File: src/rtl/cache_pkg.sv
// -----------------------------------------------------------------------------
// cache_pkg
// Shared definitions for the direct-mapped write-through L1 cache controller:
// default geometry, the controller state encoding and address-split helpers.
// No ports (package).
// -----------------------------------------------------------------------------
package cache_pkg;

   localparam int unsigned DEF_ADDR_W = 32;
   localparam int unsigned DEF_DATA_W = 32;
   localparam int unsigned DEF_LINES  = 16;

   // Widest address the helper functions accept; callers cast down.
   localparam int unsigned MAX_ADDR_W = 64;

   typedef logic [MAX_ADDR_W-1:0] addr_max_t;

   typedef enum logic [1:0] {
      IDLE,
      FILL,
      WRITE,
      WDONE
   } cache_state_t;

   // Line index: word address modulo the number of lines.
   function automatic addr_max_t addr_index(input addr_max_t addr, input int unsigned idx_w);
      addr_max_t mask;
      mask = (addr_max_t'(1) << idx_w) - addr_max_t'(1);
      return (addr >> 2) & mask;
   endfunction

   // Tag: everything above the byte offset and index fields.
   function automatic addr_max_t addr_tag(input addr_max_t addr, input int unsigned idx_w);
      return addr >> (2 + idx_w);
   endfunction

endpackage

File: src/rtl/cache_ctrl_if.sv
// -----------------------------------------------------------------------------
// cache_cpu_if / cache_mem_if
// Bus bundles around the cache controller.
//   cache_cpu_if : pipeline side. master = memory stage, slave = cache.
//      req, we, addr, wdata -> cache ; rdata, cache_ready -> pipeline
//   cache_mem_if : main-memory side. master = cache, slave = memory.
//      mem_req, mem_we, mem_addr, mem_wdata -> memory ; mem_rdata, mem_ack -> cache
// -----------------------------------------------------------------------------
interface cache_cpu_if
   import cache_pkg::*;
#(
   parameter int unsigned ADDR_W = DEF_ADDR_W,
   parameter int unsigned DATA_W = DEF_DATA_W
);
   logic              req;
   logic              we;
   logic [ADDR_W-1:0] addr;
   logic [DATA_W-1:0] wdata;
   logic [DATA_W-1:0] rdata;
   logic              cache_ready;

   modport master (output req, we, addr, wdata, input  rdata, cache_ready);
   modport slave  (input  req, we, addr, wdata, output rdata, cache_ready);
endinterface

interface cache_mem_if
   import cache_pkg::*;
#(
   parameter int unsigned ADDR_W = DEF_ADDR_W,
   parameter int unsigned DATA_W = DEF_DATA_W
);
   logic              mem_req;
   logic              mem_we;
   logic [ADDR_W-1:0] mem_addr;
   logic [DATA_W-1:0] mem_wdata;
   logic [DATA_W-1:0] mem_rdata;
   logic              mem_ack;

   modport master (output mem_req, mem_we, mem_addr, mem_wdata, input  mem_rdata, mem_ack);
   modport slave  (input  mem_req, mem_we, mem_addr, mem_wdata, output mem_rdata, mem_ack);
endinterface

File: src/rtl/cache_array.sv
// -----------------------------------------------------------------------------
// cache_array
// Valid/tag/data storage for a direct-mapped cache with one-word lines.
// Combinational read and synchronous write on a single shared index; only
// the valid bits are reset.
//   clk_i, rst_ni        : clock, asynchronous active-low reset
//   idx_i                : line index for both read and write
//   rd_valid_o/tag_o/data_o : contents of line idx_i
//   we_i, tag_i, data_i  : write line idx_i (also marks it valid)
// -----------------------------------------------------------------------------
module cache_array
   import cache_pkg::*;
#(
   parameter int unsigned LINES  = DEF_LINES,
   parameter int unsigned TAG_W  = DEF_ADDR_W - 2 - $clog2(DEF_LINES),
   parameter int unsigned DATA_W = DEF_DATA_W,
   parameter int unsigned IDX_W  = $clog2(LINES)
) (
   input  logic              clk_i,
   input  logic              rst_ni,
   input  logic [IDX_W-1:0]  idx_i,
   output logic              rd_valid_o,
   output logic [TAG_W-1:0]  rd_tag_o,
   output logic [DATA_W-1:0] rd_data_o,
   input  logic              we_i,
   input  logic [TAG_W-1:0]  tag_i,
   input  logic [DATA_W-1:0] data_i
);

   logic [LINES-1:0]  valid_q;
   logic [TAG_W-1:0]  tag_q  [LINES];
   logic [DATA_W-1:0] data_q [LINES];

   always_ff @(posedge clk_i or negedge rst_ni) begin
      if (!rst_ni) begin
         valid_q <= '0;
      end else if (we_i) begin
         valid_q[idx_i] <= 1'b1;
      end
   end

   always_ff @(posedge clk_i) begin
      if (we_i) begin
         tag_q[idx_i]  <= tag_i;
         data_q[idx_i] <= data_i;
      end
   end

   assign rd_valid_o = valid_q[idx_i];
   assign rd_tag_o   = tag_q[idx_i];
   assign rd_data_o  = data_q[idx_i];

endmodule

File: src/rtl/cache_ctrl.sv
// -----------------------------------------------------------------------------
// cache_ctrl
// Blocking, direct-mapped, write-through, no-write-allocate L1 cache
// controller. Read hits complete in the request cycle; read misses and all
// writes stall the pipeline (cache_ready=0) until the memory handshake ends.
//   clk  : clock
//   rst  : asynchronous active-low reset
//   cpu  : cache_cpu_if.slave  (req, we, addr, wdata / rdata, cache_ready)
//   mem  : cache_mem_if.master (mem_req, mem_we, mem_addr, mem_wdata /
//                               mem_rdata, mem_ack)
// -----------------------------------------------------------------------------
module cache_ctrl
   import cache_pkg::*;
#(
   parameter int unsigned ADDR_W = DEF_ADDR_W,
   parameter int unsigned DATA_W = DEF_DATA_W,
   parameter int unsigned LINES  = DEF_LINES
) (
   input  logic        clk,
   input  logic        rst,
   cache_cpu_if.slave  cpu,
   cache_mem_if.master mem
);

   localparam int unsigned IDX_W = $clog2(LINES);
   localparam int unsigned TAG_W = ADDR_W - 2 - IDX_W;

   cache_state_t state_q, state_d;

   logic [IDX_W-1:0]  idx;
   logic [TAG_W-1:0]  tag;
   logic              line_valid;
   logic [TAG_W-1:0]  line_tag;
   logic [DATA_W-1:0] line_data;
   logic              hit;

   logic              arr_we;
   logic [DATA_W-1:0] arr_wdata;
   logic              ready;
   logic              mem_req;
   logic              mem_we;

   assign idx = IDX_W'(addr_index(addr_max_t'(cpu.addr), IDX_W));
   assign tag = TAG_W'(addr_tag(addr_max_t'(cpu.addr), IDX_W));
   assign hit = line_valid && (line_tag == tag);

   cache_array #(
      .LINES (LINES),
      .TAG_W (TAG_W),
      .DATA_W(DATA_W),
      .IDX_W (IDX_W)
   ) u_array (
      .clk_i     (clk),
      .rst_ni    (rst),
      .idx_i     (idx),
      .rd_valid_o(line_valid),
      .rd_tag_o  (line_tag),
      .rd_data_o (line_data),
      .we_i      (arr_we),
      .tag_i     (tag),
      .data_i    (arr_wdata)
   );

   // State register
   always_ff @(posedge clk or negedge rst) begin
      if (!rst) begin
         state_q <= IDLE;
      end else begin
         state_q <= state_d;
      end
   end

   // Next-state logic
   always_comb begin
      state_d = state_q;
      unique case (state_q)
         IDLE: begin
            if (cpu.req) begin
               if (cpu.we) begin
                  state_d = WRITE;
               end else if (!hit) begin
                  state_d = FILL;
               end
            end
         end
         FILL:    if (mem.mem_ack) state_d = IDLE;
         WRITE:   if (mem.mem_ack) state_d = WDONE;
         WDONE:   state_d = IDLE;
         default: state_d = IDLE;
      endcase
   end

   // Output logic. Memory strobes decode only state_q, so reset drops them
   // immediately and req never reaches mem_req combinationally.
   always_comb begin
      ready     = 1'b0;
      mem_req   = 1'b0;
      mem_we    = 1'b0;
      arr_we    = 1'b0;
      arr_wdata = cpu.wdata;
      unique case (state_q)
         IDLE: begin
            ready  = !(cpu.req && (cpu.we || !hit));
            // Write hit updates the line now; tag/valid are rewritten unchanged.
            arr_we = cpu.req && cpu.we && hit;
         end
         FILL: begin
            mem_req   = 1'b1;
            arr_we    = mem.mem_ack;
            arr_wdata = mem.mem_rdata;
         end
         WRITE: begin
            mem_req = 1'b1;
            mem_we  = 1'b1;
         end
         WDONE:   ready = 1'b1;
         default: ;
      endcase
   end

   assign cpu.cache_ready = ready;
   assign cpu.rdata       = line_data;
   assign mem.mem_req     = mem_req;
   assign mem.mem_we      = mem_we;
   assign mem.mem_addr    = {cpu.addr[ADDR_W-1:2], 2'b00};
   assign mem.mem_wdata   = cpu.wdata;

endmodule

File: src/flat_wrapper.sv
// flat-port wrapper written by rule: the top's interface ports become plain ports
module cache_ctrl_flat import cache_pkg::*;
#(
   parameter int unsigned ADDR_W = DEF_ADDR_W,
   parameter int unsigned DATA_W = DEF_DATA_W,
   parameter int unsigned LINES  = DEF_LINES
)
  (clk, rst, cpu_req, cpu_we, cpu_addr, cpu_wdata, cpu_rdata, cpu_cache_ready, mem_mem_req, mem_mem_we, mem_mem_addr, mem_mem_wdata, mem_mem_rdata, mem_mem_ack);
  cache_cpu_if #(.ADDR_W(ADDR_W), .DATA_W(DATA_W)) cpu_i ();
  cache_mem_if #(.ADDR_W(ADDR_W), .DATA_W(DATA_W)) mem_i ();
  input  logic clk;
  input  logic rst;
  input wire logic [$bits(cpu_i.req)-1:0] cpu_req;
  input wire logic [$bits(cpu_i.we)-1:0] cpu_we;
  input wire logic [$bits(cpu_i.addr)-1:0] cpu_addr;
  input wire logic [$bits(cpu_i.wdata)-1:0] cpu_wdata;
  output wire logic [$bits(cpu_i.rdata)-1:0] cpu_rdata;
  output wire logic [$bits(cpu_i.cache_ready)-1:0] cpu_cache_ready;
  output wire logic [$bits(mem_i.mem_req)-1:0] mem_mem_req;
  output wire logic [$bits(mem_i.mem_we)-1:0] mem_mem_we;
  output wire logic [$bits(mem_i.mem_addr)-1:0] mem_mem_addr;
  output wire logic [$bits(mem_i.mem_wdata)-1:0] mem_mem_wdata;
  input wire logic [$bits(mem_i.mem_rdata)-1:0] mem_mem_rdata;
  input wire logic [$bits(mem_i.mem_ack)-1:0] mem_mem_ack;
  assign cpu_i.req = cpu_req;
  assign cpu_i.we = cpu_we;
  assign cpu_i.addr = cpu_addr;
  assign cpu_i.wdata = cpu_wdata;
  assign cpu_rdata = cpu_i.rdata;
  assign cpu_cache_ready = cpu_i.cache_ready;
  assign mem_mem_req = mem_i.mem_req;
  assign mem_mem_we = mem_i.mem_we;
  assign mem_mem_addr = mem_i.mem_addr;
  assign mem_mem_wdata = mem_i.mem_wdata;
  assign mem_i.mem_rdata = mem_mem_rdata;
  assign mem_i.mem_ack = mem_mem_ack;
  cache_ctrl #(.ADDR_W(ADDR_W), .DATA_W(DATA_W), .LINES(LINES)) u_core (.clk(clk), .rst(rst), .cpu(cpu_i), .mem(mem_i));
endmodule
File: config.mk
export PLATFORM = sky130hd
export DESIGN_NAME = cache_ctrl_flat
export DESIGN_NICKNAME = d
export VERILOG_FILES = /design/src/rtl/cache_pkg.sv /design/src/rtl/cache_ctrl_if.sv /design/src/rtl/cache_array.sv /design/src/rtl/cache_ctrl.sv /design/src/flat_wrapper.sv
export SDC_FILE = /design/constraint.sdc
export NUM_CORES = 1
export LEC_CHECK = 0
export BUFFER_PORTS_ARGS = -buffer_cell sky130_fd_sc_hd__buf_2
export CORE_MARGIN = 1.5
export CORE_UTILIZATION = 49
export CTS_BUF_LIST = sky130_fd_sc_hd__clkbuf_4 sky130_fd_sc_hd__clkbuf_8
export DETAILED_ROUTE_END_ITERATION = 6
export GPL_TIMING_DRIVEN = 0
export PLACE_DENSITY = 0.76
export REMOVE_ABC_BUFFERS = 1
export SYNTH_ARGS = -nofsm -noshare
export SYNTH_HDL_FRONTEND = slang
export SYNTH_SLANG_ARGS = --single-unit
File: constraint.sdc
create_clock -name clk -period 9.75 [get_ports clk]
set_input_delay 0 -clock clk [delete_from_list [all_inputs] [get_ports clk]]
set_output_delay 0 -clock clk [all_outputs]
set_load 0.01 [all_outputs]
[Word-level counts from Yosys, hierarchy flattened]
Memories as Yosys holds them, arrays and structs flattened.
Cells that the tools add are included.
Operators by class
  add/subtract/negate cells: 0
  $mul: 0
  divide/modulo/power cells: 0
  magnitude comparators: 2
  equal/unequal tests: 8
  shift operators: 0
  mux-type cells: 17
  bitwise operators: 1
  reduce and logical (&&, ||, !) cells: 11
Operator list (count)
  $mux W32: 1
  $eq A26 B26 Y1: 1
  $or A16 B16 Y16: 1
  $mux W2: 5
  $pmux W2 S4: 1
  $mux W1: 6
  $ne A2 B2 Y1 const B: 3
  $logic_and A1 B1 Y1: 5
  $lt A4 B5 Y1 const B: 1
  $bmux W1 S4: 1
  $demux W1 S4: 1
  $eq A2 B2 Y1 const B: 2
  $ge A4 B1 Y1 const B: 1
  $pmux W1 S2: 2
  $reduce_and A4 Y1: 1
  $ne A3 B3 Y1 const B: 1
  $eq A2 B1 Y1 const B: 1
  $logic_not A1 Y1: 2
  $logic_not A2 Y1: 1
  $reduce_or A2 Y1: 1
  $logic_or A1 B1 Y1: 1
Word-level totals
  register bits after elaboration: 18
  latch bits: 0
  RAM bits: 928
  ROM bits: 0
  input port bits: 101
  word-level logic and storage cells: 43
  memories: 2
Memories
  u_core.u_array.data_q: depth 16, width 32, read ports 1, clocked after memory_dff 0, write ports 1, line cache_array.sv:32  | logic [DATA_W-1:0] data_q [LINES];
  u_core.u_array.tag_q: depth 16, width 26, read ports 1, clocked after memory_dff 0, write ports 1, line cache_array.sv:31  | logic [TAG_W-1:0] tag_q [LINES];

[Logic depth before layout (Yosys ltp)]
  depth after elaboration: 8
  mapped depth: 13
  gate-level depth less buffers: 8

[Hierarchy]
Synthesis repeated with hierarchy kept, for this count alone.
Second synthesis, totals
  cells, all modules: 1648
  area total of the unflattened synthesis: 36822.8 um2
Modules (own cells, without submodules)
  cache_array: times used 1, cells each 1483, area each 35430.2 um2, sequential area each 28267.1 um2
  cache_ctrl: times used 1, cells each 165, area each 1392.6 um2, sequential area each 50.0 um2

[Worst setup path after synthesis]
No wires, ideal clock.
  path kind: register to register
  start: memory u_core.u_array.tag_q[7][1] in the netlist's numbering
  end: memory u_core.u_array.data_q[3][0] in the netlist's numbering, enable pin
  library setup time: 0.545 ns
  data arrival time: 6.138 ns
  data required time: 9.205 ns
  path slack: 3.067 ns
  cell stages (with the launch flop): 8
  buffers on the path: 0
  clock period less this slack: 6.683 ns
  path through: edfxtp_1 -> mux4_2 -> a221o_1 -> a2111oi_2 -> a31oi_1 -> nor4_4 -> a41oi_4 -> nor3_1
On the way
  cells in the longest elaborated chain, start to end: 7
RTL lines
  start: declaration: line cache_array.sv:31
  $mem_v2 Z16 W26
  $eq A26 B26 Y1: line cache_ctrl.sv:45  | assign hit = line_valid && (line_tag == tag);
  $logic_and A1 B1 Y1: line cache_ctrl.sv:45
  $logic_and A1 B1 Y1: line cache_ctrl.sv:105  | arr_we = cpu.req && cpu.we && hit;
  $pmux W1 S2: line cache_ctrl.sv:101  | unique case (state_q)
  $mux W1: line cache_array.sv:43  | if (we_i) begin
  $mux W1 (implied by the code): line cache_array.sv:45  | data_q[idx_i] <= data_i;
  end: declaration: line cache_array.sv:32
No other way between the ends.

[Final worst setup path]
  start: input cpu_addr[2]
  end: memory u_core.u_array.data_q[5][11] in the netlist's numbering, enable pin
On the way
  cells in the longest elaborated chain, start to end: 7
  elaborated cells on any way between the ends: 9
  those cells by class: 1 x eq/ne; 5 x mux; 2 x reduce/logical; 1 x memory
RTL lines
  start: declaration: line flat_wrapper.sv:15  | input wire logic [$bits(cpu_i.addr)-1:0] cpu_addr;
  $mem_v2 Z16 W26 or $bmux W1 S4 (tied branches)
  $eq A26 B26 Y1 or $mux W1 (tied branches): line cache_ctrl.sv:45, cache_array.sv:49
  $logic_and A1 B1 Y1: line cache_ctrl.sv:45
  $logic_and A1 B1 Y1: line cache_ctrl.sv:105
  $pmux W1 S2: line cache_ctrl.sv:101
  $mux W1: line cache_array.sv:43
  $mux W1 (implied by the code): line cache_array.sv:45
Parallel ways exist; a longest one is shown, timed or not. The select of a mux whose other input is x is not followed.

==> flow_metrics.py <==
metrics = {
    "setup_path": {
        "critPathArrivalTime_ps": 6740,
        "timing.critical_path.fanout_max": 80,
        "cp-end-kind": "flop",
        "timing_worst_setup_path_type": "in2reg",
        "cp.required_ps": 10240,
        "setup.worst_path.start_class": "primary input",
    },
    "power_and_ir_drop": {
        "max-vdd-ir-drop_uv": 129.9,
        "internal_power_mw": 6.781,
        "power.switching_mw": 2.054,
        "power-per-cell-area_nw_per_um2": 196.4,
        "power.share.clock_pct": 34.3,
        "comb_power_share_pct": 11.4,
        "power.share.switching_pct": 23.25,
        "total_power_mw": 8.835,
        "p_leak_nw": 14.97,
        "seq_power_share_pct": 54.2,
    },
    "yosys": {
        "synth_seq_cells": 946,
        "synth_top_area_share_pct": 73.60,
        "post_synth_main_area_contributors": "sky130_fd_sc_hd__edfxtp_1 (74%), sky130_fd_sc_hd__mux4_2 (14%), sky130_fd_sc_hd__mux2i_1 (2.4%), sky130_fd_sc_hd__buf_4 (1.6%), sky130_fd_sc_hd__mux2_2 (1.3%)",
        "edff_count_synth": 928,
        "synth_cell_types": 66,
        "avgSynthCellArea_um2": 21.95,
        "async_flop_share_pct": 1.903,
        "synth_area_um2": 37860,
        "post-synth-top-area-cell": "sky130_fd_sc_hd__edfxtp_1",
        "synth.yosys.seq_area_share_pct": 74.79,
        "ys.flop_type": "sky130_fd_sc_hd__edfxtp_1",
        "netlist_instances": 1725,
        "synthesis_warnings": 0,
    },
    "layout": {
        "most-common-layout-cells": "sky130_fd_sc_hd__edfxtp_1 (928), sky130_fd_sc_hd__mux4_2 (242), sky130_fd_sc_hd__buf_2 (191), sky130_fd_sc_hd__clkbuf_8 (148), sky130_fd_sc_hd__dlygate4sd3_1 (97)",
        "final_net_count": 2229,
        "area.sequential_um2": 28320,
        "area_taken_by_multi_input_logic_gates_um2": 8642,
        "layout.core_utilization_pct": 59.03,
        "final_layout_size_suffix_gt1_share_pct": 37.22,
        "area_growth_from_synthesis_to_layout_pct": 18.79,
        "layout_commonest_cell": "sky130_fd_sc_hd__edfxtp_1",
        "num-fill-cells": 5190,
    },
    "timing": {
        "finalMaxSlewViolations": 0,
        "setup_repair_after_global_routing_missed_its_margin": "no",
        "finalSetupViolCount": 0,
        "fin_worst_setup_slack_ps": 3494,
        "skew_ps": 37.12,
        "relative_slew_slack_pct": 12.28,
        "timing.fmax_mhz": 159.9,
        "report.final.hold_viol_count": 0,
        "timing.hold.ws_ps": 76.07,
        "min_period_ps": 6256,
        "worst_pin_slew_ps": 1311,
        "layout_worst_path_cycle_share_pct": 64.16,
    },
    "clock_network": {
        "htree_num_levels": 4,
        "cts_root_buf": "sky130_fd_sc_hd__clkbuf_8",
        "cts_tree": "yes",
        "cts_setup_buffers": 0,
        "clock_insertion_delay_worst_skew_ps": 800,
        "clockBufferDepth": 3,
        "tritoncts.num_buffers": 142,
        "cts.clk_slew.worst_paths_ps": 60,
        "cts_num_sinks": 946,
    },
    "die": {
        "start_util_pct": 49.69,
        "die_area_um2": 78950,
        "ioPinCount": 200,
        "row_count": 101,
        "die_w_um": 281.0,
        "die_height_um": 281.0,
        "core_region_area_um2": 76200,
    },
    "global_route": {
        "first_global_vias": 19630,
        "grt_first_pass_wirelength_mm": 125.5,
        "pin_count_of_the_biggest_net_entering_global_routing": 106,
        "grt_usage_pct": 22.01,
        "met2_usage_pct": 35.78,
        "groute.layer.met3.usage_pct": 4.265,
        "global_route.overflow_total": 0,
        "grt_antenna_before_repair": 1,
        "gr_peak_layer": "met2",
        "met1_demand_to_capacity_share_in_global_routing_pct": 29.91,
    },
    "placed_design": {
        "io_buffer_count": 195,
        "dp_hpwl_mm": 54.66,
        "pre_cts_ws_ps": 3168,
        "routabilityCongestion": 0.8218,
    },
    "min_path": {
        "hold_path_class": "in2reg",
    },
    "routing": {
        "drt_drc_violations_left": 0,
        "dr_total_vias": 19180,
        "detailedRoute.firstPassIterationCount": 7,
        "finalWirelength_mm": 85.37,
        "detail_routed_via_count_per_cell": 5.903,
        "routedWlPerCell_um": 26.27,
        "drc_marker_count_from_the_first_detailed_route_iteration": 2046,
        "detail-route-antenna-nets": 0,
    },
    "flow_run": {
        "drv.max_cap_violation_count": 0,
    },
    "status": {
        "outcome": "finished clean",
    },
}
[through the flow]
step,std cells,instance area [um2],setup TNS [ps]
2_1_floorplan,1577,36920,0
3_5_place_dp,2913,41380,0
6_report,3250,44980,0
4_1_cts,3249,44980,0
3_3_place_gp,2802,39190,-7297810
5_1_grt,3250,44980,0
[registers in the layout, indices dropped and copies added (netlist names)]
signal,cells
u_core.state_q,2
u_core.u_array.valid_q,16
u_core.u_array.tag_q,416
u_core.u_array.data_q,512
[cells by family (layout without fill, tap and decap cells)]
family                     count (synthesis)  count (layout)  share of synthesized area [%]
DFF                                      946             946                          74.79
muxes                                    379             379                          18.16
buffers and inverters                    165             658                          2.650
AOI/OAI and AO/OA                        104             104                          2.168
and+or+nand+nor                          104             104                          1.580
xor gates and xnor gates                  22              22                         0.5089
adders and majority gates                  4               4                         0.1322
other                                      1               3                       0.009904
[power groups by stage]
stage | clock (mW) | sequential, mW | combinational [mW]
floorplan | 0 | 4.86 | 0.498
global placement | 0 | 4.88 | 0.877
detailed placement | 0 | 4.87 | 0.927
CTS | 3.09 | 4.79 | 1.01
global route | 3.25 | 4.80 | 1.08
finish | 3.03 | 4.79 | 1.01
[worst max-delay path, stage by stage]
cell and delay, ps:
sky130_fd_sc_hd__dlygate4sd3_1 570, sky130_fd_sc_hd__buf_8 490, sky130_fd_sc_hd__buf_16 440, sky130_fd_sc_hd__buf_16 440
sky130_fd_sc_hd__mux4_2 590, sky130_fd_sc_hd__a22o_1 220, sky130_fd_sc_hd__a311oi_1 280, sky130_fd_sc_hd__xor2_1 400
sky130_fd_sc_hd__o211ai_1 330, sky130_fd_sc_hd__nor2_1 330, sky130_fd_sc_hd__a41oi_4 500, sky130_fd_sc_hd__nor3_2 990
sky130_fd_sc_hd__buf_6 290, sky130_fd_sc_hd__buf_4 240, sky130_fd_sc_hd__buf_4 210, sky130_fd_sc_hd__buf_6 160
[area by class of cell]
type	instances	area share, %
multi-input combinational	615	19.21
clock inverter	51	0.6342
inverter	16	0.1391
antenna	1	0.005563
sequential	946	62.96
tap	1030	2.865
clock buffer	188	5.196
timing repair buffer	403	8.991
[cell usage after synthesis (all sizes together), types with 4 or more instances]
cell and n:
edfxtp 928, mux4 242, buf 118, mux2i 92, mux2 45, clkbuf 31, nor3 22, xnor2 20
dfrtp 18, nand2 18, nor2 17, inv 16, a22oi 15, o21bai 12, a21oi 8, nand2b 8
a22o 7, nand3 7, nor2b 7, o22ai 7, a31oi 5, and2 5, nand4 5, nor4 5
a21o 4, a32oi 4, ha 4, o21ai 4, o32ai 4
[what timing repair did]
| item | 4_1_cts | 5_1_grt |
|---|---|---|
| hold endpoints to repair | 960 | 0 |
| endpoints found under the setup margin | 0 | 0 |
| hold buffers | 97 | 0 |
| gates resized for setup | 0 | 0 |
[metal layers]
layer	up-vias	wire length, um
met5	-	0
met4	0	2226
li1	8030	-
met1	10050	33940
met2	954	43010
met3	149	6196
[final timing paths]
path | from | end | slack, ps | depth (start not counted)
worst max-delay path | cpu_addr[2] | u_core.u_array.data_q[5][11] | 3490 | 16
worst min-delay path | cpu_addr[4] | u_core.u_array.valid_q[12] | 80 | 3
worst max register to register | u_core.u_array.tag_q[7][3] | u_core.u_array.data_q[5][11] | 4460 | 12
worst min register to register | u_core.u_array.valid_q[12] | u_core.u_array.valid_q[12] | 470 | 1
max in group asynchronous | rst | u_core.u_array.valid_q[11] | 8730 | 3
min in group asynchronous | rst | u_core.state_q[0] | 440 | 3
No activity file was read; power rests on OpenSTA's default activity.
